<file path="src/rtl/matmul_pkg.sv">
`default_nettype none
// ============================================================================
// Module      : matmul_pkg
// Description : Shared sizing constants and state encoding for the systolic
//               matrix-multiply controller.
// Revision    : 1.0 - initial release
// ============================================================================
package matmul_pkg;

    // Operand element width and operand bus width
    localparam int DATA_WIDTH  = 8;
    localparam int BUS_WIDTH   = 32;

    // Number of scratchpad result slots
    localparam int SP_NTARGETS = 4;

    // Largest supported matrix dimension (elements per bus beat)
    localparam int MAX_DIM     = BUS_WIDTH / DATA_WIDTH;

    // Compute-step counter width; covers the longest wavefront N+K+M-2
    localparam int STEP_W      = $clog2(3 * MAX_DIM);

    // Controller states
    typedef enum logic [2:0] {
        ST_IDLE    = 3'd0,
        ST_CLEAR   = 3'd1,
        ST_COMPUTE = 3'd2,
        ST_WRITE   = 3'd3,
        ST_DONE    = 3'd4
    } state_e;

endpackage : matmul_pkg
`default_nettype wire

</file>
<file path="src/rtl/matmul_skew_mask.sv">
`default_nettype none
// ============================================================================
// Module      : matmul_skew_mask
// Description : Diagonal (skewed) operand-injection masks for the PE array.
//               Row i of A and column j of B are fed while the wavefront step
//               t covers their K elements, i.e. i <= t < i+K.
// Revision    : 1.0 - initial release
// ============================================================================
module matmul_skew_mask #(
    parameter int MAX_DIM = 4,
    parameter int DIM_W   = 2,
    parameter int STEP_W  = 4
) (
    input  logic               i_en,
    input  logic [STEP_W-1:0]  i_step,
    input  logic [DIM_W-1:0]   i_n,
    input  logic [DIM_W-1:0]   i_k,
    input  logic [DIM_W-1:0]   i_m,
    output logic [MAX_DIM-1:0] o_a_en,
    output logic [MAX_DIM-1:0] o_b_en
);

    // Dimensions arrive minus one; widen them to the step domain once
    logic [STEP_W-1:0] w_n;
    logic [STEP_W-1:0] w_k;
    logic [STEP_W-1:0] w_m;

    assign w_n = STEP_W'(i_n);
    assign w_k = STEP_W'(i_k);
    assign w_m = STEP_W'(i_m);

    // One lane per row of A / column of B; index compared against step t
    for (genvar gi = 0; gi < MAX_DIM; gi++) begin : g_lane
        localparam logic [STEP_W-1:0] c_IDX = STEP_W'(gi);
        logic [STEP_W-1:0] w_off;

        // Offset into the K-long stream; only meaningful when t >= index
        assign w_off       = i_step - c_IDX;
        assign o_a_en[gi]  = i_en && (c_IDX <= w_n) && (i_step >= c_IDX) && (w_off <= w_k);
        assign o_b_en[gi]  = i_en && (c_IDX <= w_m) && (i_step >= c_IDX) && (w_off <= w_k);
    end

endmodule : matmul_skew_mask
`default_nettype wire

</file>
<file path="src/rtl/matmul_ctrl.sv">
`default_nettype none
// ============================================================================
// Module      : matmul_ctrl
// Description : Sequencer for an output-stationary systolic matmul array.
//               Clears the PE accumulators, runs the skewed compute wavefront
//               for N+K+M-2 steps, then writes the N result rows to the
//               selected scratchpad slot under ready/enable handshaking.
// Revision    : 1.0 - initial release
// ============================================================================
module matmul_ctrl #(
    parameter int DATA_WIDTH  = matmul_pkg::DATA_WIDTH,
    parameter int BUS_WIDTH   = matmul_pkg::BUS_WIDTH,
    parameter int SP_NTARGETS = matmul_pkg::SP_NTARGETS
) (
    input  logic                                         clk_i,
    input  logic                                         rst_ni,
    input  logic                                         start_i,
    input  logic [$clog2(BUS_WIDTH/DATA_WIDTH)-1:0]      dim_n_i,
    input  logic [$clog2(BUS_WIDTH/DATA_WIDTH)-1:0]      dim_k_i,
    input  logic [$clog2(BUS_WIDTH/DATA_WIDTH)-1:0]      dim_m_i,
    input  logic [$clog2(SP_NTARGETS)-1:0]               sp_target_i,
    input  logic                                         sp_wr_ready_i,
    output logic                                         pe_clear_o,
    output logic                                         pe_en_o,
    output logic [$clog2(3*(BUS_WIDTH/DATA_WIDTH))-1:0]  step_o,
    output logic [BUS_WIDTH/DATA_WIDTH-1:0]              a_lane_en_o,
    output logic [BUS_WIDTH/DATA_WIDTH-1:0]              b_lane_en_o,
    output logic                                         sp_wr_en_o,
    output logic [$clog2(BUS_WIDTH/DATA_WIDTH)-1:0]      sp_wr_row_o,
    output logic [$clog2(SP_NTARGETS)-1:0]               sp_wr_target_o,
    output logic                                         busy_o,
    output logic                                         done_o
);

    import matmul_pkg::*;

    localparam int c_MAX_DIM = BUS_WIDTH / DATA_WIDTH;
    localparam int c_DIM_W   = $clog2(c_MAX_DIM);
    localparam int c_TGT_W   = $clog2(SP_NTARGETS);
    localparam int c_STEP_W  = $clog2(3 * c_MAX_DIM);

    localparam logic [2:0] c_S_IDLE    = ST_IDLE;
    localparam logic [2:0] c_S_CLEAR   = ST_CLEAR;
    localparam logic [2:0] c_S_COMPUTE = ST_COMPUTE;
    localparam logic [2:0] c_S_WRITE   = ST_WRITE;
    localparam logic [2:0] c_S_DONE    = ST_DONE;

    logic [2:0]          r_state;
    logic [c_STEP_W-1:0] r_step;
    logic [c_DIM_W-1:0]  r_row;
    logic [c_DIM_W-1:0]  r_n;
    logic [c_DIM_W-1:0]  r_k;
    logic [c_DIM_W-1:0]  r_m;
    logic [c_TGT_W-1:0]  r_tgt;

    logic                w_idle;
    logic                w_clear;
    logic                w_compute;
    logic                w_write;
    logic                w_done;
    logic [c_STEP_W-1:0] w_last_step;

    assign w_idle    = (r_state == c_S_IDLE);
    assign w_clear   = (r_state == c_S_CLEAR);
    assign w_compute = (r_state == c_S_COMPUTE);
    assign w_write   = (r_state == c_S_WRITE);
    assign w_done    = (r_state == c_S_DONE);

    // Final step index T-1 = (N+K+M-2)-1, which equals the sum of the encoded dims
    assign w_last_step = c_STEP_W'(r_n) + c_STEP_W'(r_k) + c_STEP_W'(r_m);

    // Capture the operation config only on an accepted start
    always_ff @(posedge clk_i or negedge rst_ni) begin
        if (!rst_ni) begin
            r_n   <= '0;
            r_k   <= '0;
            r_m   <= '0;
            r_tgt <= '0;
        end else if (w_idle && start_i) begin
            r_n   <= dim_n_i;
            r_k   <= dim_k_i;
            r_m   <= dim_m_i;
            r_tgt <= sp_target_i;
        end
    end

    // Sequencer state with its step and row counters
    always_ff @(posedge clk_i or negedge rst_ni) begin
        if (!rst_ni) begin
            r_state <= c_S_IDLE;
            r_step  <= '0;
            r_row   <= '0;
        end else begin
            case (r_state)
                c_S_IDLE: begin
                    if (start_i) begin
                        r_state <= c_S_CLEAR;
                    end
                end
                c_S_CLEAR: begin
                    r_state <= c_S_COMPUTE;
                    r_step  <= '0;
                end
                c_S_COMPUTE: begin
                    if (r_step == w_last_step) begin
                        r_state <= c_S_WRITE;
                        r_step  <= '0;
                        r_row   <= '0;
                    end else begin
                        r_step  <= r_step + 1'b1;
                    end
                end
                c_S_WRITE: begin
                    if (sp_wr_ready_i) begin
                        if (r_row == r_n) begin
                            r_state <= c_S_DONE;
                            r_row   <= '0;
                        end else begin
                            r_row   <= r_row + 1'b1;
                        end
                    end
                end
                c_S_DONE: begin
                    r_state <= c_S_IDLE;
                end
                default: begin
                    r_state <= c_S_IDLE;
                    r_step  <= '0;
                    r_row   <= '0;
                end
            endcase
        end
    end

    // Lane masks follow the step counter during the compute wavefront
    matmul_skew_mask #(
        .MAX_DIM (c_MAX_DIM),
        .DIM_W   (c_DIM_W),
        .STEP_W  (c_STEP_W)
    ) u_skew_mask (
        .i_en    (w_compute),
        .i_step  (r_step),
        .i_n     (r_n),
        .i_k     (r_k),
        .i_m     (r_m),
        .o_a_en  (a_lane_en_o),
        .o_b_en  (b_lane_en_o)
    );

    // Moore outputs decoded from state; counters are masked outside their phase
    assign pe_clear_o     = w_clear;
    assign pe_en_o        = w_compute;
    assign step_o         = w_compute ? r_step : '0;
    assign sp_wr_en_o     = w_write;
    assign sp_wr_row_o    = w_write ? r_row : '0;
    assign sp_wr_target_o = w_write ? r_tgt : '0;
    assign busy_o         = w_clear | w_compute | w_write;
    assign done_o         = w_done;

endmodule : matmul_ctrl
`default_nettype wire

</file>
<file path="config.mk">
export PLATFORM = sky130hd
export DESIGN_NAME = matmul_ctrl
export DESIGN_NICKNAME = d
export VERILOG_FILES = /design/src/rtl/matmul_pkg.sv /design/src/rtl/matmul_skew_mask.sv /design/src/rtl/matmul_ctrl.sv
export SDC_FILE = /design/constraint.sdc
export NUM_CORES = 1
export LEC_CHECK = 0
export ABC_AREA = 1
export CAP_MARGIN = 20
export CORE_UTILIZATION = 50
export CTS_CLUSTER_SIZE = 8
export DETAILED_ROUTE_END_ITERATION = 6
export GPL_TIMING_DRIVEN = 0
export MAX_ROUTING_LAYER = met4
export PLACE_DENSITY = 0.88
export SLEW_MARGIN = 10
export SYNTH_ARGS = -nofsm -noshare
export SYNTH_HDL_FRONTEND = slang
export SYNTH_SLANG_ARGS = --single-unit
</file>
<file path="constraint.sdc">
create_clock -name clk_i -period 3.2 [get_ports clk_i]
set_clock_uncertainty 0.2 [all_clocks]
set_input_delay 0.64 -clock clk_i [delete_from_list [all_inputs] [get_ports clk_i]]
set_output_delay 0.64 -clock clk_i [all_outputs]
set_load 0.02 [all_outputs]
</file>
==> flow_metrics.py, run 1 <==
metrics = {
    "outcome": {
        "outcome": "completed",
    },
    "setup_path": {
        "crit_required_ns": 2.36,
        "crit_chain": "inv_2, ha_1, ha_1, inv_1, nor2_1, o22ai_1, nand3_1, nor2_1, clkdlybuf4s15_1",
        "max_stage_delay_ns": 0.45,
        "r2r_slack_ns": 0.81,
        "timing.critical_path.max_delay_family": "adder cells",
        "slowest_stage": "dfrtp_2",
        "timing.rr.start": "r_n[1]$_DFFE_PN0P_",
        "path_max_fanout": 8,
        "worst_setup_path_start_kind": "flop",
        "r2r_end": "r_state[0]$_DFFE_PN0P_",
        "cp.arrival_ns": 2.25,
        "end_kind": "primary output",
        "cp_num_buf_inv": 3,
        "r2r_cells": 12,
        "path_class": "reg -> out",
    },
    "grt": {
        "grtUsageTotal": 0.221,
        "grt_pass1_wl_um": 5340,
        "grt_max_degree": 18,
        "antenna_found_initial": 0,
        "grt-ovfl-total": 0,
        "grt_pass1_vias": 1163,
    },
    "synth": {
        "synth_top_family_by_area": "simple AND/OR/NAND/NOR gates",
        "syn-cell-area_um2": 1490,
        "yosys.area_share.simple": 0.338,
        "synthXorXnorAreaFrac": 0.0354,
        "ys.flop_type": "dfrtp_1",
        "synthCells": 193,
        "muxShareOfSynthArea": 0.0227,
        "ys_ff_latch": 17,
        "async_flop_share": 1.00,
        "synthAdderAreaFrac": 0.162,
        "ys_warn_count": 0,
        "ys_seq_area_frac": 0.286,
        "synth.avg_cell_area_um2": 7.70,
        "synthesis.nets": 223,
        "synth-compound-area-share": 0.0690,
        "synth_edf_count": 0,
        "yosys.cell_types.count": 30,
    },
    "clock_tree": {
        "cts.sinks": 17,
        "cts-root-buf": "clkbuf_4",
        "ctsHoldBuffers": 0,
        "clkLatencyLatePin_ns": 0.29,
        "cts_tree": "yes",
        "ctsHtreeMaxLevel": 1,
        "cts_made_buffers": 3,
        "clk_path_buf_depth": 2,
        "clk_pin_slew_ns": 0.11,
    },
    "hold_path": {
        "hold_depth": 2,
        "min_path_type": "reg -> reg",
        "holdCritStartpoint": "r_tgt[1]$_DFFE_PN0P_",
        "min_to": "r_tgt[1]$_DFFE_PN0P_",
    },
    "sta": {
        "final.setup.worst_slack_ns": 0.109,
        "fin_crit_ns": 3.09,
        "worst_pin_slew_ns": 0.751,
        "finalHoldViolCount": 0,
        "report.final.slew_viol_count": 0,
        "setup_viol": 0,
        "relSlewSlack": 0.498,
        "timing.fmax_ghz": 0.324,
        "fin_crit_sh": 0.966,
        "rsz0062_at_grt": "no",
    },
    "power": {
        "ir_drop_mv": 0.780,
        "power_mw": 2.06,
        "p_leak_nw": 0.949,
        "powerDensity_nw_per_um2": 1080,
    },
    "routing": {
        "drt_pass1_iterations": 4,
        "drc": 0,
        "wl_per_cell_um": 12.3,
        "viasPerCell": 5.03,
        "drt-initial-drc-count": 22,
        "vias": 1334,
        "wl_um": 3250,
        "drtAntennaViolNets": 0,
    },
    "final_layout": {
        "fin_util": 0.687,
        "post-route-cell-area_um2": 1910,
        "diodes": 0,
        "num-fill-cells": 221,
        "drive_gt1_frac": 0.188,
        "final_cells": 265,
        "area_growth_pct": 28.5,
        "nets": 265,
    },
    "place": {
        "place.gp.congestion": 0.854,
        "placedInstanceArea_um2": 1850,
        "placed_cells": 256,
        "hpwl_um": 2520,
        "dpl_worst_slack_ns": -0.135,
        "port_buffers": 32,
    },
    "floorplan": {
        "core_area_um2": 2780,
        "die_width_um": 56.5,
        "dieArea_um2": 3200,
        "die_y_um": 56.5,
        "start_util": 0.534,
        "io_pins": 33,
        "fp-row-count": 19,
    },
    "job": {
        "drv_cap": 0,
    },
}
flip-flops by register name (all words and copies together) (netlist names):
signal,count
r_tgt,2
r_k,2
r_state,3
r_n,2
r_row,2
r_m,2
r_step,4
Yosys cell counts, types with 2 or more instances:
master / n / share of area
o21ai_1: 2 / 0.0067
nand3_1: 11 / 0.037
nor2_2: 2 / 0.0084
nor2_1: 30 / 0.076
dfrtp_1: 17 / 0.29
inv_1: 19 / 0.048
fa_1: 2 / 0.027
nor3_1: 3 / 0.010
o22ai_1: 3 / 0.013
nor2_4: 3 / 0.023
a21oi_1: 9 / 0.030
xnor2_1: 3 / 0.018
nand2_2: 7 / 0.029
xor2_1: 3 / 0.018
o21ai_0: 4 / 0.013
ha_1: 16 / 0.13
nand2_1: 35 / 0.088
nand3_2: 2 / 0.013
mux2_1: 3 / 0.023
buf_4: 3 / 0.015
inv_2: 6 / 0.015
nand2_8: 2 / 0.027
cell usage in the layout, fill, tap and decap left out, types with 2 or more instances in the layout:
cell	instances
nor3_1	2
xor2_1	3
inv_1	19
clkdlybuf4s50_1	25
inv_2	5
nor2_4	3
buf_4	8
nand3_1	11
fa_1	2
nand3_2	2
ha_1	16
nand2_1	35
nand2_8	2
nor2_1	30
a21oi_1	9
dfrtp_1	15
xnor2_1	3
mux2_1	3
dfrtp_2	2
nor2_2	2
dlygate4sd2_1	2
buf_2	3
o22ai_1	3
nand2_2	7
o21ai_1	2
o21ai_0	4
clkbuf_4	3
what timing repair did:
item	CTS	global route
resized for setup	16	7
cloned	0	0
buffers inserted	1	4
pin swaps	0	0
endpoints found under the setup margin	8	6
power breakdown:
group	switching (mW)	internal, mW	total (mW)
combinational	0.902	0.618	1.52
sequential	0.120	0.305	0.425
clock	0.0662	0.0485	0.115
worst max-delay path by stage:
stage,startpoint,end,depth (start not counted)
detailed placement,r_step[0]$_DFFE_PN0N_,b_lane_en_o[1],10
finish,r_step[1]$_DFFE_PN0N_,a_lane_en_o[3],9
floorplan,r_step[1]$_DFFE_PN0N_,b_lane_en_o[0],7
global route,r_step[1]$_DFFE_PN0N_,a_lane_en_o[3],9
CTS,r_step[0]$_DFFE_PN0N_,b_lane_en_o[1],10
global placement,r_step[0]$_DFFE_PN0N_,a_lane_en_o[1],10
cell families after synthesis:
group,count (synthesis)
simple gates,100
buf+inv,30
compound gates,19
fa+ha+maj,18
flops,17
xor+xnor,6
mux,3
area by class of cell:
cell class / count / area, um^2 / share of cell area
multi-input combinational: 146 / 942 / 0.493
sequential: 17 / 428 / 0.224
timing repair buffer: 37 / 343 / 0.179
inverter: 26 / 105 / 0.0550
tap: 31 / 38.8 / 0.0203
buffer: 4 / 27.5 / 0.0144
clock buffer: 4 / 26.3 / 0.0138
worst reg2reg max path, cell delays in order (launching register included):
cell and delay, ns:
dfrtp_1 0.44, fa_1 0.50, ha_1 0.21, ha_1 0.30, inv_1 0.04, nand2_1 0.05, nand2_1 0.09, nor2_4 0.14
nand2_8 0.08, nand2_8 0.09, nand2_2 0.07, nand2_1 0.06, nand2_1 0.05
metal layers:
metal	vias to the layer above	global-route usage	share of wire
met4	0	0.0418	0
met2	24	0.341	0.50
met3	0	0.0415	0.027
met5	-	-	0
li1	699	-	-
met1	611	0.305	0.47
per-stage QoR:
stage	TNS [ns]	hold WS (ns)
floorplan	0	0.144
global placement	-0.348	0.296
detailed placement	-0.339	0.306
CTS	0	0.324
global route	0	0.363
finish	0	0.322
Power figures use the tool's default switching activity.
==> run 2, diff against run 1 <==
--- a/config.mk
+++ b/config.mk
@@ -7,13 +7,15 @@
 export LEC_CHECK = 0
 export ABC_AREA = 1
 export CAP_MARGIN = 20
-export CORE_UTILIZATION = 50
+export CORE_UTILIZATION = 53
+export CTS_BUF_LIST = sky130_fd_sc_hd__clkbuf_8
 export CTS_CLUSTER_SIZE = 8
 export DETAILED_ROUTE_END_ITERATION = 6
 export GPL_TIMING_DRIVEN = 0
 export MAX_ROUTING_LAYER = met4
-export PLACE_DENSITY = 0.88
+export PLACE_DENSITY = 0.91
 export SLEW_MARGIN = 10
 export SYNTH_ARGS = -nofsm -noshare
 export SYNTH_HDL_FRONTEND = slang
+export SYNTH_HIERARCHICAL = 1
 export SYNTH_SLANG_ARGS = --single-unit
==> flow_metrics.py, run 2 <==
metrics = {
    "clock_tree": {
        "clkLatencyLatePin_ns": 0.26,
        "ctsHoldBuffers": 0,
        "cts_made_buffers": 3,
        "cts-root-buf": "clkbuf_8",
        "ctsHtreeMaxLevel": 1,
        "clk_pin_slew_ns": 0.07,
        "cts.sinks": 17,
        "clk_path_buf_depth": 2,
        "cts_tree": "yes",
    },
    "synth": {
        "synth_area_leaders": "dfrtp_1 (27%), nand2_1 (13%), ha_1 (13%)",
        "synth-compound-area-share": 0.0728,
        "ys_ff_latch": 17,
        "yosysMostFrequentCell": "nand2_1",
        "synthXorXnorAreaFrac": 0.0277,
        "yosys.cell_types.count": 26,
        "synth_area_leader_cell": "dfrtp_1",
        "synth.avg_cell_area_um2": 6.96,
        "yosys.area_share.simple": 0.352,
        "ys_seq_area_frac": 0.269,
        "muxShareOfSynthArea": 0.0143,
        "synth_top_family_by_area": "simple AND/OR/NAND/NOR gates",
        "synthCells": 227,
        "ys_top_cells_by_count": "nand2_1 (56), inv_1 (36), nor2_1 (35)",
        "async_flop_share": 1.00,
        "synth_top_area_share": 0.269,
        "synthAdderAreaFrac": 0.152,
        "synthesis.nets": 257,
        "synth_edf_count": 0,
        "syn-cell-area_um2": 1580,
        "ys_warn_count": 6,
        "ys.flop_type": "dfrtp_1",
    },
    "place": {
        "place.gp.congestion": 0.822,
        "hpwl_um": 2460,
        "port_buffers": 32,
    },
    "power": {
        "powerDensity_nw_per_um2": 995,
        "power_frac_seq": 0.199,
        "p_leak_nw": 1.06,
        "p_sw_mw": 1.04,
        "swShare": 0.520,
        "clkPwrFrac": 0.082,
        "ir_drop_mv": 0.834,
        "p_int_uw": 957,
        "pwr-share-comb": 0.719,
    },
    "grt": {
        "antenna_found_initial": 0,
        "grt_max_degree": 18,
        "grt_pass1_vias": 1299,
        "grtUsageTotal": 0.219,
        "grt_pass1_wl_um": 5380,
        "grt-ovfl-total": 0,
    },
    "outcome": {
        "outcome": "completed",
    },
    "routing": {
        "drc": 0,
        "drt_pass1_iterations": 4,
        "drt-initial-drc-count": 43,
        "drtAntennaViolNets": 0,
        "wl_um": 3200,
        "vias": 1476,
        "wl_per_cell_um": 10.8,
        "viasPerCell": 4.99,
    },
    "floorplan": {
        "core_area_um2": 2780,
        "start_util": 0.568,
        "fp-row-count": 19,
        "dieArea_um2": 3200,
        "die_width_um": 56.6,
        "die_y_um": 56.6,
        "io_pins": 33,
    },
    "sta": {
        "setup_tns_ns": 0,
        "fin_crit_sh": 0.944,
        "fin_crit_ns": 3.02,
        "relSlewSlack": 0.484,
        "rsz0062_at_grt": "no",
        "setup_viol": 0,
        "report.final.slew_viol_count": 0,
        "worst_pin_slew_ns": 0.772,
        "finalHoldViolCount": 0,
        "timing.fmax_ghz": 0.331,
    },
    "setup_path": {
        "end_kind": "primary output",
        "crit_chain": "inv_1, ha_1, inv_1, nor2_1, o21ai_0, nand2_1, nor2_1, clkdlybuf4s50_1",
        "path_class": "reg -> out",
        "r2r_slack_ns": 0.62,
        "cp_num_buf_inv": 3,
        "timing.critical_path.max_delay_family": "buffers and inverters",
        "path_max_fanout": 5,
        "slowest_stage": "clkdlybuf4s50_1",
        "cp.arrival_ns": 2.18,
        "max_stage_delay_ns": 0.60,
        "worst_setup_path_start_kind": "flop",
        "crit_required_ns": 2.36,
    },
    "final_layout": {
        "drive_gt1_frac": 0.158,
        "largest_reg_flops": 4,
        "layout_commonest_cell": "nand2_1",
        "fin_util": 0.720,
        "reg_top3": "r_step x4, r_state x3",
        "num-fill-cells": 230,
        "largest-register": "r_step",
        "nets": 296,
        "area_growth_pct": 26.7,
        "layout_common_cells": "nand2_1 (56), inv_1 (36), nor2_1 (35)",
        "diodes": 0,
    },
    "hold_path": {
        "min_path_type": "reg -> reg",
    },
    "job": {
        "drv_cap": 0,
    },
}
run 2: per-layer routing:
layer	track usage	vias up	share of wire
met4	0.0627	0	0.011
met3	0.0207	5	0.031
met5	-	-	0
li1	-	768	-
met2	0.365	33	0.49
met1	0.284	670	0.47
run 2: logic make-up (layout without fill, tap and decap cells):
logic type	after synthesis	in the layout
muxes	2	2
xor gates and xnor gates	5	5
AOI/OAI and AO/OA	16	16
and+or+nand+nor	125	125
DFF	17	17
adders and majority gates	18	18
buffers and inverters	44	82
run 2: final cells by class:
type / count / area, um^2 / share of cell area
inverter: 42 / 158 / 0.0787
sequential: 17 / 428 / 0.214
tap: 31 / 38.8 / 0.0194
timing repair buffer: 34 / 334 / 0.167
buffer: 2 / 18.8 / 0.00938
clock inverter: 1 / 5.00 / 0.00250
multi-input combinational: 166 / 978 / 0.489
clock buffer: 3 / 41.3 / 0.0206
run 2: metrics by stage:
stage / cells / setup WS [ns] / hold slack [ns] / power, mW / instance area (um^2)
3_5_place_dp: 290 / 0.00741 / 0.308 / 1.80 / 1940
5_1_grt: 296 / 0.0164 / 0.347 / 2.20 / 2000
4_1_cts: 296 / 0.00228 / 0.321 / 1.99 / 2000
2_1_floorplan: 227 / 0.621 / 0.144 / 1.45 / 1580
6_report: 296 / 0.179 / 0.319 / 1.99 / 2000
3_3_place_gp: 290 / 0.0341 / 0.302 / 1.75 / 1940
run 2: timing repair:
item                                    4_1_cts  5_1_grt
resized for setup                             5        1
endpoints found under the setup margin        7        1
setup buffers                                 2        0
run 2: power groups by stage:
stage / clock network [mW] / registers [mW] / logic (mW)
after detailed placement: 0 / 0.417 / 1.38
after floorplan: 0 / 0.390 / 1.06
after CTS: 0.166 / 0.394 / 1.43
final: 0.163 / 0.397 / 1.43
after global placement: 0 / 0.415 / 1.34
after global routing: 0.176 / 0.409 / 1.61
run 2: path summary, 6_finish.rpt:
path,from,to,cells after the start
setup reg to reg,r_n[1]$_DFFE_PN0P_,r_state[1]$_DFFE_PN0P_,14
setup / recovery,r_step[1]$_DFFE_PN0N_,a_lane_en_o[2],8
hold / removal,r_tgt[1]$_DFFE_PN0P_,r_tgt[1]$_DFFE_PN0P_,2
hold reg to reg,r_tgt[1]$_DFFE_PN0P_,r_tgt[1]$_DFFE_PN0P_,2
min in group asynchronous,rst_ni,r_state[2]$_DFFE_PN0P_,1
max in group asynchronous,rst_ni,r_step[1]$_DFFE_PN0N_,1
run 2: worst min-delay path: cells and delay by family (launching register included):
kind            cells  cell delay, ns
compound gates      1            0.05
buf+inv             1            0.07
flops               1            0.36
